[src/rtl/msf_pkg.sv]
`default_nettype none
// ============================================================================
// Module      : msf_pkg
// Description : Shared types, constants and width helper for the MSF
//               level-accumulation sequencer.
// Revision    : 1.0 - initial release
// ============================================================================
package msf_pkg;

    localparam int MSF_SECS_PER_MIN = 60;

    typedef enum logic [2:0] {
        ST_IDLE  = 3'd0,
        ST_READ  = 3'd1,
        ST_WAIT  = 3'd2,
        ST_CALC  = 3'd3,
        ST_WRITE = 3'd4
    } msf_state_t;

    // Smallest address width able to index 'value' entries.
    function automatic int msf_clog2(input int value);
        int w;
        w = 0;
        while ((1 << w) < value) begin
            w = w + 1;
        end
        return w;
    endfunction

endpackage
`default_nettype wire

[src/rtl/msf_bin_scheduler_if.sv]
`default_nettype none
// ============================================================================
// Module      : msf_bin_scheduler_if
// Description : Strobe, level and BRAM-control bundle of the bin scheduler.
// Revision    : 1.0 - initial release
// ============================================================================
interface msf_bin_scheduler_if #(
    parameter int AW_S = 7,
    parameter int AW_M = 13
);
    logic            sample_valid;
    logic [15:0]     msf_level_in;
    logic            minute_sync;
    logic [15:0]     msf_level;
    logic [AW_S-1:0] addr_second;
    logic [AW_M-1:0] addr_minute;
    logic            mem_en;
    logic            mem_we;
    logic            busy;
    logic            second_tick;
    logic            minute_tick;
    logic            overrun;

    modport master (
        output sample_valid, msf_level_in, minute_sync,
        input  msf_level, addr_second, addr_minute, mem_en, mem_we,
               busy, second_tick, minute_tick, overrun
    );

    modport slave (
        input  sample_valid, msf_level_in, minute_sync,
        output msf_level, addr_second, addr_minute, mem_en, mem_we,
               busy, second_tick, minute_tick, overrun
    );
endinterface
`default_nettype wire

[src/rtl/msf_pos_counter.sv]
`default_nettype none
// ============================================================================
// Module      : msf_pos_counter
// Description : Bin / second / minute-address position counters with wrap
//               ticks and synchronous zeroing on minute sync.
// Revision    : 1.0 - initial release
// ============================================================================
module msf_pos_counter
    import msf_pkg::*;
#(
    parameter int BINS_PER_SEC = 100,
    parameter int AW_S         = 7,
    parameter int AW_M         = 13
) (
    input  wire             clk,
    input  wire             reset,
    input  wire             i_advance,
    input  wire             i_zero,
    output logic [AW_S-1:0] o_bin,
    output logic [AW_M-1:0] o_min_addr,
    output logic            o_second_tick,
    output logic            o_minute_tick
);

    localparam logic [AW_S-1:0] c_BIN_LAST = AW_S'(BINS_PER_SEC - 1);
    localparam logic [5:0]      c_SEC_LAST = 6'(MSF_SECS_PER_MIN - 1);

    logic [5:0] r_sec;
    logic       w_bin_last;
    logic       w_sec_last;

    assign w_bin_last = (o_bin == c_BIN_LAST);
    assign w_sec_last = (r_sec == c_SEC_LAST);

    always_ff @(posedge clk or posedge reset) begin
        if (reset) begin
            o_bin         <= '0;
            r_sec         <= '0;
            o_min_addr    <= '0;
            o_second_tick <= 1'b0;
            o_minute_tick <= 1'b0;
        end else begin
            o_second_tick <= 1'b0;
            o_minute_tick <= 1'b0;
            if (i_advance) begin
                if (w_bin_last) begin
                    o_bin         <= '0;
                    o_second_tick <= 1'b1;
                    if (w_sec_last) begin
                        r_sec         <= '0;
                        o_min_addr    <= '0;
                        o_minute_tick <= 1'b1;
                    end else begin
                        r_sec      <= r_sec + 6'd1;
                        o_min_addr <= o_min_addr + AW_M'(1);
                    end
                end else begin
                    o_bin      <= o_bin + AW_S'(1);
                    o_min_addr <= o_min_addr + AW_M'(1);
                end
            end
            // Zeroing follows the advance so a coincident wrap still ticks.
            if (i_zero) begin
                o_bin      <= '0;
                r_sec      <= '0;
                o_min_addr <= '0;
            end
        end
    end

endmodule
`default_nettype wire

[src/rtl/msf_bin_scheduler.sv]
`default_nettype none
// ============================================================================
// Module      : msf_bin_scheduler
// Description : Per-bin read-modify-write sequencer for the MSF second and
//               minute level memories.
// Revision    : 1.0 - initial release
// ============================================================================
module msf_bin_scheduler
    import msf_pkg::*;
#(
    parameter int BINS_PER_SEC = 100,
    parameter int RD_LAT       = 2,
    parameter int AW_S         = 7,
    parameter int AW_M         = 13
) (
    input  wire                clk,
    input  wire                reset,
    msf_bin_scheduler_if.slave bus
);

    localparam int         c_MIN_BINS  = MSF_SECS_PER_MIN * BINS_PER_SEC;
    localparam logic [1:0] c_WAIT_LOAD = 2'(RD_LAT - 1);

    if (RD_LAT < 1 || RD_LAT > 4) begin : g_chk_rd_lat
        $error("msf_bin_scheduler: RD_LAT must be 1..4");
    end
    if (AW_S < msf_clog2(BINS_PER_SEC)) begin : g_chk_aw_s
        $error("msf_bin_scheduler: AW_S too narrow for BINS_PER_SEC");
    end
    if (AW_M < msf_clog2(c_MIN_BINS)) begin : g_chk_aw_m
        $error("msf_bin_scheduler: AW_M too narrow for one minute of bins");
    end

    msf_state_t  r_state, w_state_nxt;
    logic [1:0]  r_wait_cnt, w_wait_cnt_nxt;
    logic        r_mem_en, r_mem_we, r_busy, r_overrun, r_sync_pend;
    logic [15:0] r_level;
    logic        w_accept, w_drop, w_sync_apply;

    always_comb begin
        w_state_nxt    = r_state;
        w_wait_cnt_nxt = r_wait_cnt;
        w_accept       = 1'b0;
        case (r_state)
            ST_IDLE: begin
                if (bus.sample_valid) begin
                    w_accept    = 1'b1;
                    w_state_nxt = ST_READ;
                end
            end
            ST_READ: begin
                w_state_nxt    = ST_WAIT;
                w_wait_cnt_nxt = c_WAIT_LOAD;
            end
            ST_WAIT: begin
                if (r_wait_cnt == 2'd0) begin
                    w_state_nxt = ST_CALC;
                end else begin
                    w_wait_cnt_nxt = r_wait_cnt - 2'd1;
                end
            end
            ST_CALC:  w_state_nxt = ST_WRITE;
            ST_WRITE: w_state_nxt = ST_IDLE;
            default:  w_state_nxt = ST_IDLE;
        endcase
    end

    assign w_drop       = bus.sample_valid && (r_state != ST_IDLE);
    // Sync lands on the edge leaving WRITE (entering IDLE) or any idle edge.
    assign w_sync_apply = (r_sync_pend || bus.minute_sync) &&
                          ((r_state == ST_IDLE) || (r_state == ST_WRITE));

    always_ff @(posedge clk or posedge reset) begin
        if (reset) begin
            r_state     <= ST_IDLE;
            r_wait_cnt  <= 2'd0;
            r_mem_en    <= 1'b0;
            r_mem_we    <= 1'b0;
            r_busy      <= 1'b0;
            r_level     <= 16'd0;
            r_overrun   <= 1'b0;
            r_sync_pend <= 1'b0;
        end else begin
            r_state     <= w_state_nxt;
            r_wait_cnt  <= w_wait_cnt_nxt;
            r_mem_en    <= (w_state_nxt == ST_READ) || (w_state_nxt == ST_WRITE);
            r_mem_we    <= (w_state_nxt == ST_WRITE);
            r_busy      <= (w_state_nxt != ST_IDLE);
            r_sync_pend <= w_sync_apply ? 1'b0 : (r_sync_pend | bus.minute_sync);
            if (w_accept) begin
                r_level <= bus.msf_level_in;
            end
            if (w_drop) begin
                r_overrun <= 1'b1;
            end
        end
    end

    msf_pos_counter #(
        .BINS_PER_SEC (BINS_PER_SEC),
        .AW_S         (AW_S),
        .AW_M         (AW_M)
    ) u_pos (
        .clk           (clk),
        .reset         (reset),
        .i_advance     (r_state == ST_WRITE),
        .i_zero        (w_sync_apply),
        .o_bin         (bus.addr_second),
        .o_min_addr    (bus.addr_minute),
        .o_second_tick (bus.second_tick),
        .o_minute_tick (bus.minute_tick)
    );

    assign bus.msf_level = r_level;
    assign bus.mem_en    = r_mem_en;
    assign bus.mem_we    = r_mem_we;
    assign bus.busy      = r_busy;
    assign bus.overrun   = r_overrun;

endmodule
`default_nettype wire

[src/flat_wrapper.sv]
// flat-port wrapper written by rule: the top's interface ports become plain ports
module msf_bin_scheduler_flat import msf_pkg::*;
#(
    parameter int BINS_PER_SEC = 100,
    parameter int RD_LAT       = 2,
    parameter int AW_S         = 7,
    parameter int AW_M         = 13
)
  (clk, reset, bus_sample_valid, bus_msf_level_in, bus_minute_sync, bus_msf_level, bus_addr_second, bus_addr_minute, bus_mem_en, bus_mem_we, bus_busy, bus_second_tick, bus_minute_tick, bus_overrun);
  msf_bin_scheduler_if #(.AW_S(AW_S), .AW_M(AW_M)) bus_i ();
  input  wire clk;
  input  wire reset;
  input wire logic [$bits(bus_i.sample_valid)-1:0] bus_sample_valid;
  input wire logic [$bits(bus_i.msf_level_in)-1:0] bus_msf_level_in;
  input wire logic [$bits(bus_i.minute_sync)-1:0] bus_minute_sync;
  output wire logic [$bits(bus_i.msf_level)-1:0] bus_msf_level;
  output wire logic [$bits(bus_i.addr_second)-1:0] bus_addr_second;
  output wire logic [$bits(bus_i.addr_minute)-1:0] bus_addr_minute;
  output wire logic [$bits(bus_i.mem_en)-1:0] bus_mem_en;
  output wire logic [$bits(bus_i.mem_we)-1:0] bus_mem_we;
  output wire logic [$bits(bus_i.busy)-1:0] bus_busy;
  output wire logic [$bits(bus_i.second_tick)-1:0] bus_second_tick;
  output wire logic [$bits(bus_i.minute_tick)-1:0] bus_minute_tick;
  output wire logic [$bits(bus_i.overrun)-1:0] bus_overrun;
  assign bus_i.sample_valid = bus_sample_valid;
  assign bus_i.msf_level_in = bus_msf_level_in;
  assign bus_i.minute_sync = bus_minute_sync;
  assign bus_msf_level = bus_i.msf_level;
  assign bus_addr_second = bus_i.addr_second;
  assign bus_addr_minute = bus_i.addr_minute;
  assign bus_mem_en = bus_i.mem_en;
  assign bus_mem_we = bus_i.mem_we;
  assign bus_busy = bus_i.busy;
  assign bus_second_tick = bus_i.second_tick;
  assign bus_minute_tick = bus_i.minute_tick;
  assign bus_overrun = bus_i.overrun;
  msf_bin_scheduler #(.BINS_PER_SEC(BINS_PER_SEC), .RD_LAT(RD_LAT), .AW_S(AW_S), .AW_M(AW_M)) u_core (.clk(clk), .reset(reset), .bus(bus_i));
endmodule
[config.mk]
export PLATFORM = sky130hd
export DESIGN_NAME = msf_bin_scheduler_flat
export DESIGN_NICKNAME = d
export VERILOG_FILES = /design/src/rtl/msf_pkg.sv /design/src/rtl/msf_bin_scheduler_if.sv /design/src/rtl/msf_pos_counter.sv /design/src/rtl/msf_bin_scheduler.sv /design/src/flat_wrapper.sv
export SDC_FILE = /design/constraint.sdc
export NUM_CORES = 1
export LEC_CHECK = 0
export ABC_AREA = 1
export ABC_CLOCK_PERIOD_IN_PS = 1700
export BUFFER_PORTS_ARGS = -buffer_cell sky130_fd_sc_hd__buf_2
export CAP_MARGIN = 5
export CORE_MARGIN = 2
export CORE_UTILIZATION = 48
export DETAILED_ROUTE_END_ITERATION = 10
export GPL_TIMING_DRIVEN = 0
export PLACE_DENSITY = 0.79
export SLEW_MARGIN = 20
export SYNTH_ARGS = -nofsm -noshare
export SYNTH_HDL_FRONTEND = slang
export SYNTH_SLANG_ARGS = --single-unit
[constraint.sdc]
create_clock -name clk -period 1.7 [get_ports clk]
set_input_delay 0.34 -clock clk [delete_from_list [all_inputs] [get_ports clk]]
set_output_delay 0.34 -clock clk [all_outputs]
set_load 0.01 [all_outputs]
==> flow_summary.json, run 1 <==
{
  "hold_path.class": "input port to async pin",
  "synth.avg_cell_area_um2": 8.929,
  "io_buffers": 61,
  "synthCells": 300,
  "rows": 27,
  "start_kind": "flip-flop",
  "worst-r2r-cell-count": 8,
  "cts_tree": "built",
  "die_area_um2": 6194,
  "die_h_um": 78.71,
  "regToRegSetupSlack_ps": 190,
  "antenna_found_initial": 0,
  "drv_cap": 0,
  "clk_pin_slew_ps": 100,
  "cp_max_fo": 7,
  "syn-num-nets": 324,
  "synth_seq_cells": 54,
  "pwr-share-seq": 0.438,
  "clk_latency_ps": 300,
  "synth_top_area_share": 0.5044,
  "swShare": 0.3642,
  "crit_arrival_ps": 1720,
  "syn_to_final_growth_pct": 18.31,
  "r2r_end": "u_core.u_pos.o_min_addr[9]",
  "synthArstFlopShare": 1.000,
  "ys_warn_count": 0,
  "power_switching_mw": 1.489,
  "crit_buf_inv": 1,
  "nets": 392,
  "clock_path_buffers": 2,
  "postRouteAntennaNets": 0,
  "drive_above_1_share": 0.2908,
  "tightest_slew_ps": 642.1,
  "max_freq_mhz": 661.3,
  "crit_chain": "ha_1, nand3_1, nor2_2, nand3_1, nand2_2, nor2_1, nand2_1, inv_1",
  "grt_max_degree": 55,
  "grt_pass1_vias": 2025,
  "r2r-start": "u_core.u_pos.r_sec[0]",
  "synth_area_leaders": "dfrtp_1, nand2_1, inv_1",
  "ios": 62,
  "routed_wl_um": 5165,
  "slew_viol_final": 0,
  "whs_ps": 115.8,
  "crit_top_cell": "nand3_1",
  "finalSetupViolCount": 0,
  "holdBufCountCts": 0,
  "cpPeakStageDelay_ps": 390,
  "ir_drop_mv": 0.7966,
  "maxSlewHeadroom": 0.5719,
  "fp.dieW_um": 78.71,
  "yosys_most_used_dff": "dfrtp_1",
  "grt_pass1_wl_um": 8901,
  "cts_sinks": 54,
  "finalWeightedCongestion": 0.8754,
  "p_int_mw": 2.600,
  "timing_hold_violations_final": 0,
  "rsz0062_at_grt": "false",
  "synthMostInstantiatedCell": "nand2_1",
  "drt_iter0_drc": 97,
  "h-tree-depth": 2,
  "worst_ep_required_time_ps": 1910,
  "syn_area_um2": 2679,
  "diodes": 0,
  "path_delay_family": "simple AND/OR/NAND/NOR gates",
  "firstDrtPassIters": 4,
  "wl_per_cell_um": 11.74,
  "ys_types": 30,
  "power_leakage_nw": 1.679,
  "core_area_um2": 5439,
  "finalCritPeriodShare": 0.8895,
  "start_util": 0.4925,
  "synth-edff-count": 0,
  "routed-via-count": 2148,
  "yosysSeqAreaShare": 0.5044,
  "status": "completed",
  "grtUsageTotal": 0.1826,
  "totalPowerFinal_mw": 4.088,
  "cts_root_buf": "clkbuf_8",
  "drc": 0,
  "worst_clock_skew_ps": 7.510,
  "slowest_stage": "dfrtp_1",
  "power_frac_clock": 0.169,
  "synth_common_cells": "nand2_1, dfrtp_1, inv_1, nor2_1, nand3_1",
  "worstSetupPathType": "flip-flop to flip-flop",
  "yosysTopAreaCell": "dfrtp_1",
  "cts_inserted_buffers": 5,
  "power_frac_comb": 0.393,
  "cp-end-kind": "flip-flop",
  "grt_overflow_total": 0,
  "startpoint": "u_core.u_pos.r_sec[0]",
  "power.density_nw_per_um2": 1290,
  "routed_via_density": 4.882,
  "fin_crit_ps": 1512,
  "place_hpwl_um": 3853
}
[how the worst max path moves through the flow]
| stage | end | slack [ps] | cells past startpoint |
|---|---|---|---|
| after floorplan | u_core.bus.busy | 50 | 1 |
| after global placement | u_core.r_wait_cnt[0] | -640 | 2 |
| after detailed placement | u_core.u_pos.o_min_addr[10] | 80 | 8 |
| after CTS | u_core.u_pos.o_min_addr[10] | 50 | 8 |
| after global routing | u_core.u_pos.o_min_addr[10] | 20 | 8 |
| final | u_core.u_pos.o_min_addr[9] | 190 | 8 |
[metal layers]
layer | vias to the layer above | part of all wire | global-route usage
met3 | 4 | 0.064 | 0.04773
met5 | - | 0 | 0
met4 | 0 | 0.0087 | 0.05263
li1 | 1081 | - | -
met2 | 58 | 0.49 | 0.3256
met1 | 1005 | 0.43 | 0.2166
[cells by family after synthesis]
family,synth area share
mux,0.07847
buf+inv,0.07052
simple gates,0.2592
xor+xnor,0.02289
flops,0.5044
fa+ha+maj,0.01868
compound gates,0.04577
[power by group through the flow]
stage | Sequential (mW) | Combinational (mW) | Clock (mW)
2_1_floorplan | 1.91 | 1.03 | 0
3_3_place_gp | 1.80 | 1.59 | 0
3_5_place_dp | 1.81 | 1.64 | 0
4_1_cts | 1.79 | 1.64 | 0.717
5_1_grt | 1.83 | 1.77 | 0.773
6_report | 1.79 | 1.61 | 0.691
[cells in the final DEF, fill, tap and decap left out]
cell type and instances:
o21ai_2 1, nor3_1 6, clkinv_2 1, inv_1 39, o21bai_2 1, o21bai_1 2
ha_1 3, nand3_1 22, nand2_4 2, nor2_2 4, o21a_1 2, nand3_4 1
inv_2 1, buf_6 2, buf_2 62, dfrtp_1 54, nand4_1 6, xor2_1 6
nor2_4 2, nor2_1 37, inv_6 1, mux2_2 8, nand3b_1 2, nand2_1 67
nand2_2 5, xnor2_1 1, mux2_4 8, clkbuf_8 5, ha_2 1, o21ai_0 8
inv_4 1, a21oi_1 3, o21ai_1 1, o22ai_1 2, buf_4 1
[area by class of cell]
cell class,count,area [µm²]
plain buffers,4,35.03
clock buffers,5,68.82
clock inverters,2,13.76
fillers,492,2270
inverters,41,156.4
multi-input cells,201,1149
flip-flops and latches,54,1351
well taps,72,90.09
repair buffers,61,305.3
[state kept, by name, indices dropped and copies added, names as in the netlist, 2 cells and up]
signal,count
u_core.u_pos.o_min_addr,13
u_core.r_state,3
u_core.r_wait_cnt,2
u_core.bus.msf_level,16
u_core.u_pos.o_bin,7
u_core.u_pos.r_sec,6
[metrics by stage]
| stage | setup WS [ps] | std cells | utilization | TNS [ps] | instance area [µm²] |
|---|---|---|---|---|---|
| 2_1_floorplan | 45.42 | 300 | - | 0 | 2679 |
| 3_3_place_gp | -643.8 | 433 | 0.5652 | -34660 | 3074 |
| 3_5_place_dp | 76.05 | 433 | 0.5657 | 0 | 3077 |
| 4_1_cts | 53.18 | 440 | 0.5809 | 0 | 3159 |
| 5_1_grt | 23.41 | 440 | 0.5827 | 0 | 3169 |
| 6_report | 187.9 | 440 | 0.5827 | 0 | 3169 |
[what timing repair did]
action | in CTS | in global routing
setup buffers | 0 | 0
endpoints found under the setup margin | 0 | 18
gates resized for setup | 0 | 3
Note: power is estimated with default switching activity, not from simulation.
==> run 2, diff against run 1 <==
--- a/config.mk
+++ b/config.mk
@@ -7,3 +7,2 @@
 export LEC_CHECK = 0
-export ABC_AREA = 1
 export ABC_CLOCK_PERIOD_IN_PS = 1700
@@ -15,3 +14,3 @@
 export GPL_TIMING_DRIVEN = 0
-export PLACE_DENSITY = 0.79
+export PLACE_DENSITY = 0.8
 export SLEW_MARGIN = 20
==> constraint.sdc (replaced) <==
create_clock -name clk -period 1.7 [get_ports clk]
set_input_delay 0.085 -clock clk [delete_from_list [all_inputs] [get_ports clk]]
set_output_delay 0.085 -clock clk [all_outputs]
set_load 0.01 [all_outputs]
==> run 2 against run 1 <==
Against the previous run:
- critical path depth down 3
- clock power up 12%
- non-clock buffer count up 34
- combinational power up 11%
- hold slack worse by 120 ps
- die area down 5.3%
- synthesized area down 5.6%
- the flow now finishes with violations (negative hold slack, negative setup slack)
- critical path type unchanged
- global-route usage up 2.9 points
- utilization up 8.3 points
==> flow_summary.json, run 2 <==
{
  "status": "finished, violations left",
  "violations": "negative hold slack, negative setup slack",
  "cts_inserted_buffers": 5,
  "grt_overflow_total": 0,
  "h-tree-depth": 2,
  "die_h_um": 76.58,
  "swShare": 0.3629,
  "postRouteAntennaNets": 0,
  "worst_ep_required_time_ps": 1910,
  "synth_seq_cells": 54,
  "power.density_nw_per_um2": 1275,
  "largest_reg_flops": 16,
  "pwr-share-seq": 0.409,
  "worst_clock_skew_ps": 7.512,
  "firstDrtPassIters": 4,
  "final_cell_mix": "buf_2, dfrtp_1, buf_4",
  "cts_tree": "built",
  "cp_max_fo": 5,
  "drive_above_1_share": 0.4418,
  "start_kind": "flip-flop",
  "io_buffers": 61,
  "antenna_found_initial": 0,
  "syn_area_um2": 2529,
  "fin_crit_ps": 1973,
  "rsz0062_at_grt": "true",
  "synth.avg_cell_area_um2": 10.62,
  "synthArstFlopShare": 1.000,
  "clk_latency_ps": 320,
  "layout_commonest_cell": "buf_2",
  "routed_via_density": 5.474,
  "drt_iter0_drc": 110,
  "synth_common_cells": "dfrtp_1, nor2_1, nand2_1, mux2_2, nand3_1",
  "fp.dieW_um": 76.58,
  "die_area_um2": 5865,
  "slew_viol_final": 0,
  "power_frac_clock": 0.179,
  "yosysSeqAreaShare": 0.5344,
  "ys_warn_count": 0,
  "syn_to_final_growth_pct": 34.54,
  "synthCells": 238,
  "start_util": 0.4951,
  "hold_path.class": "input port to flip-flop",
  "final_core_util": 0.6661,
  "wl_per_cell_um": 15.33,
  "max_freq_mhz": 506.7,
  "yosysTopAreaCell": "dfrtp_1",
  "worstSetupPathType": "flip-flop to flip-flop",
  "synthMostInstantiatedCell": "dfrtp_1",
  "synth_top_area_share": 0.5344,
  "cts_sinks": 54,
  "clock_path_buffers": 2,
  "drc": 0,
  "grt_pass1_vias": 2152,
  "routed_wl_um": 6209,
  "maxSlewHeadroom": 0.5508,
  "power_switching_mw": 1.574,
  "grtUsageTotal": 0.2120,
  "tns_ps": -4710,
  "place_hpwl_um": 3902,
  "power_leakage_nw": 1.581,
  "core_area_um2": 5107,
  "cts_root_buf": "clkbuf_8",
  "layout_setup_ws_ps": -273.4,
  "crit_arrival_ps": 2180,
  "finalCritPeriodShare": 1.161,
  "timing_hold_violations_final": 1,
  "synth-edff-count": 0,
  "tightest_slew_ps": 673.8,
  "drv_cap": 0,
  "clk_pin_slew_ps": 100,
  "nets": 358,
  "ir_drop_mv": 0.7950,
  "finalWeightedCongestion": 0.7438,
  "power_frac_comb": 0.412,
  "fillCellCount": 409,
  "finalSetupViolCount": 27,
  "rows": 26,
  "whs_ps": -1.235,
  "ys_types": 41,
  "ios": 62,
  "syn-num-nets": 262,
  "routed-via-count": 2217,
  "grt_max_degree": 55,
  "synth_area_leaders": "dfrtp_1, mux2_2, nand3_1",
  "p_int_mw": 2.763,
  "yosys_most_used_dff": "dfrtp_1",
  "cp-end-kind": "flip-flop",
  "grt_pass1_wl_um": 10070,
  "diodes": 0
}
-- run 2: final timing paths --
kind / start / endpoint / depth (start not counted) / slack [ps]
min in group asynchronous: reset / u_core.bus.msf_level[0] / 3 / 420
max in group asynchronous: reset / u_core.u_pos.o_min_addr[3] / 3 / 790
setup / recovery: u_core.u_pos.o_bin[3] / u_core.u_pos.r_sec[5] / 5 / -270
hold reg to reg: u_core.bus.overrun / u_core.bus.overrun / 1 / 470
hold / removal: bus_msf_level_in[5] / u_core.bus.msf_level[5] / 2 / -1
setup reg to reg: u_core.u_pos.o_bin[3] / u_core.u_pos.r_sec[5] / 5 / -270
-- run 2: power groups by stage --
stage / Clock, mW / Sequential, mW / Combinational, mW
after floorplan: 0 / 1.88 / 0.968
after global placement: 0 / 1.75 / 1.53
after detailed placement: 0 / 1.77 / 1.58
after CTS: 0.786 / 1.75 / 1.72
after global routing: 0.832 / 1.82 / 1.93
final: 0.776 / 1.78 / 1.79
-- run 2: per-layer routing --
layer,share of wire,vias to the layer above,GRT usage
li1,-,1035,-
met1,0.42,1115,0.2613
met2,0.52,52,0.3690
met3,0.035,15,0.02725
met4,0.025,0,0.1000
met5,0,-,0
-- run 2: kinds of logic (layout without fill, tap and decap cells) --
logic type / Yosys count / after routing / share of synthesized area
AO/OA/AOI/OAI: 36 / 36 / 0.08956
flip-flops: 54 / 54 / 0.5344
multiplexers: 18 / 18 / 0.07917
AND/OR/NAND/NOR: 94 / 94 / 0.1915
adder cells (fa/ha/maj): 4 / 4 / 0.01979
buffers and inverters: 20 / 117 / 0.04403
XOR/XNOR: 12 / 12 / 0.04156
-- run 2: metrics by stage --
stage / hold WS, ps / total power [mW] / instance area, µm² / instances / setup WS [ps]
final: -1.235 / 4.337 / 3402 / 405 / -273.4
after global routing: 4.550 / 4.574 / 3402 / 405 / -321.1
after CTS: 0.1774 / 4.262 / 3288 / 397 / -278.0
after detailed placement: 240.2 / 3.357 / 2984 / 369 / -428.3
after global placement: 316.0 / 3.285 / 2982 / 369 / -539.7
after floorplan: 231.2 / 2.853 / 2589 / 238 / -253.9
-- run 2: worst max-delay path: stages (launching register included) --
cell	delay, ps
dfrtp_2	430
or4b_4	540
or3_4	370
buf_6	150
a211o_1	210
and3_1	160
-- run 2: final cells by class --
class | instances | area (µm²) | share of cell area
tap | 70 | 87.58 | 0.02574
buffer | 6 | 62.56 | 0.01839
inverter | 10 | 42.54 | 0.01250
sequential | 54 | 1358 | 0.3990
clock inverter | 2 | 16.27 | 0.004781
multi-input combinational | 164 | 1176 | 0.3457
clock buffer | 6 | 82.58 | 0.02427
timing repair buffer | 93 | 576.8 | 0.1695
-- run 2: what timing repair did --
action / in CTS / in global routing
gates resized for setup: 13 / 18
pin swaps: 12 / 11
hold buffers: 8 / 1
endpoints found under the setup margin: 37 / 44
hold endpoints to repair: 61 / 1
cloned: 1 / 0
buffers inserted: 13 / 9
==> run 3, diff against run 2 <==
- CORE_ASPECT_RATIO: unset -> 1.1
==> run 3 against run 2 <==
Against the previous run:
- the run ends with negative setup slack left
- die area hardly changed
- largest cell class unchanged
- design area is 0.59% higher
- highest routed layer unchanged
- via count is 1.1% lower
- register-to-register slack worse by 60 ps
- first-iteration DRC count is 39% higher
- final cell count is 3.2% lower
- clock skew is 1.2 ps lower
- utilization is 1.4 points higher
- worst setup slack worse by 60 ps
- wire length is 2.4% lower
==> flow_summary.json, run 3 (synthesis results as in run 2) <==
{
  "grtUsageTotal": 0.2159,
  "worst_ep_required_time_ps": 1890,
  "core_area_um2": 5034,
  "drv_cap": 0,
  "start_kind": "flip-flop",
  "cts_tree": "built",
  "cts_sinks": 54,
  "cts_inserted_buffers": 5,
  "cts_root_buf": "clkbuf_8",
  "drive_above_1_share": 0.4880,
  "hold_path.class": "input port to flip-flop",
  "maxSlewHeadroom": 0.5887,
  "cp_max_fo": 6,
  "power.density_nw_per_um2": 1281,
  "clk_latency_ps": 300,
  "drt_iter0_drc": 153,
  "largest_reg_flops": 16,
  "ios": 62,
  "routed_via_density": 5.594,
  "routed-via-count": 2193,
  "finalSetupViolCount": 27,
  "layout_setup_ws_ps": -333.3,
  "worst_clock_skew_ps": 6.336,
  "grt_max_degree": 32,
  "max_freq_mhz": 491.8,
  "fp.dieW_um": 73.21,
  "rsz0062_at_grt": "true",
  "final_core_util": 0.6798,
  "cpPeakStageDelay_ps": 380,
  "place_ws_ps": -392.9,
  "crit_buf_inv": 3,
  "die_area_um2": 5866,
  "start_util": 0.5024,
  "clk_pin_slew_ps": 90,
  "io_buffers": 61,
  "final_cell_mix": "buf_2, dfrtp_1, buf_4",
  "routed_wl_um": 6060,
  "tightest_slew_ps": 615.2,
  "drc": 0,
  "antenna_found_initial": 0,
  "path_delay_family": "simple AND/OR/NAND/NOR gates",
  "post_dp_cell_area_um2": 2987,
  "worstSetupPathType": "flip-flop to flip-flop",
  "whs_ps": 14.94,
  "postRouteAntennaNets": 0,
  "slowest_stage": "dfrtp_1",
  "slew_viol_final": 0,
  "crit_arrival_ps": 2230,
  "fin_crit_ps": 2033,
  "die_h_um": 80.13,
  "finalCritPeriodShare": 1.196,
  "ir_drop_mv": 0.6557,
  "syn_to_final_growth_pct": 35.33,
  "status": "finished, violations left",
  "power_leakage_nw": 1.594,
  "layout_commonest_cell": "buf_2",
  "place_hpwl_um": 3979,
  "rows": 27,
  "firstDrtPassIters": 4,
  "wl_per_cell_um": 15.46,
  "finalWeightedCongestion": 0.8128,
  "grt_pass1_vias": 2165,
  "grt_pass1_wl_um": 9956,
  "nets": 357,
  "cp-end-kind": "flip-flop",
  "violations": "negative setup slack",
  "fillCellCount": 384,
  "timing_hold_violations_final": 0,
  "clock_path_buffers": 2,
  "crit_top_cell": "buf_6",
  "grt_overflow_total": 0,
  "tns_ps": -5694,
  "h-tree-depth": 2,
  "fin_area_um2": 3422,
  "diodes": 0,
  "crit_chain": "buf_6, buf_4, or3b_4, or3_4, buf_6, a211o_1, and3_1"
}
## run 3: changes by cell type in the layout (fill, tap and decap cells not counted), sizes merged
cell	change
inv	-1
buf	+7
clkinvlp	-1
clkinv	+2
dlygate4sd3	-8
## run 3: worst paths after layout
path | startpoint | to | slack (ps) | depth (start not counted)
worst max register to register | u_core.r_state[1] | u_core.u_pos.r_sec[5] | -330 | 7
worst min-delay path | bus_msf_level_in[12] | u_core.bus.msf_level[12] | 10 | 2
worst min register to register | u_core.bus.overrun | u_core.bus.overrun | 490 | 1
worst max-delay path | u_core.r_state[1] | u_core.u_pos.r_sec[5] | -330 | 7
max in group asynchronous | reset | u_core.u_pos.r_sec[4] | 800 | 4
min in group asynchronous | reset | u_core.bus.msf_level[14] | 360 | 3
## run 3: power by group
part / internal [mW] / switching, mW / total (mW)
logic: 0.935 / 1.00 / 1.93
registers: 1.59 / 0.179 / 1.77
clock network: 0.287 / 0.395 / 0.681
## run 3: cell type report
class	instances	area, µm²	share of cell area
multi-input combinational	164	1220	0.3565
buffer	6	62.56	0.01828
timing repair buffer	92	590.6	0.1726
inverter	10	40.04	0.01170
clock buffer	6	72.57	0.02121
tap	58	72.57	0.02121
sequential	54	1354	0.3956
clock inverter	2	10.01	0.002925
## run 3: layer usage
metal / global-route usage / vias to the layer above / routed length [µm] / share of wire
li1: - / 1038 / - / -
met1: 0.2749 / 1074 / 2546 / 0.42
met2: 0.3748 / 69 / 3103 / 0.51
met3: 0.04015 / 12 / 329 / 0.054
met4: 0.05556 / 0 / 81 / 0.013
met5: 0 / - / 0 / 0
## run 3: repair_timing
action | 4_1_cts | 5_1_grt
pin swaps | 18 | 16
setup buffers | 18 | 9
endpoints found under the hold margin | 23 | 0
gates cloned | 3 | 0
endpoints found under the setup margin | 37 | 43
resized for setup | 32 | 22
hold buffers | 1 | 0
## run 3: worst register-to-register path: cells and delay by family (launching register included)
family,cells,cell delay (ps)
AOI/OAI and AO/OA,1,220
buffers and inverters,3,400
DFF,1,380
and+or+nand+nor,3,920
## run 3: metrics by stage
| stage | cells | total power, mW |
|---|---|---|
| 4_1_cts | 386 | 4.276 |
| 3_3_place_gp | 357 | 3.280 |
| 3_5_place_dp | 358 | 3.365 |
| 5_1_grt | 392 | 4.670 |
| 2_1_floorplan | 238 | 2.853 |
| 6_report | 392 | 4.383 |
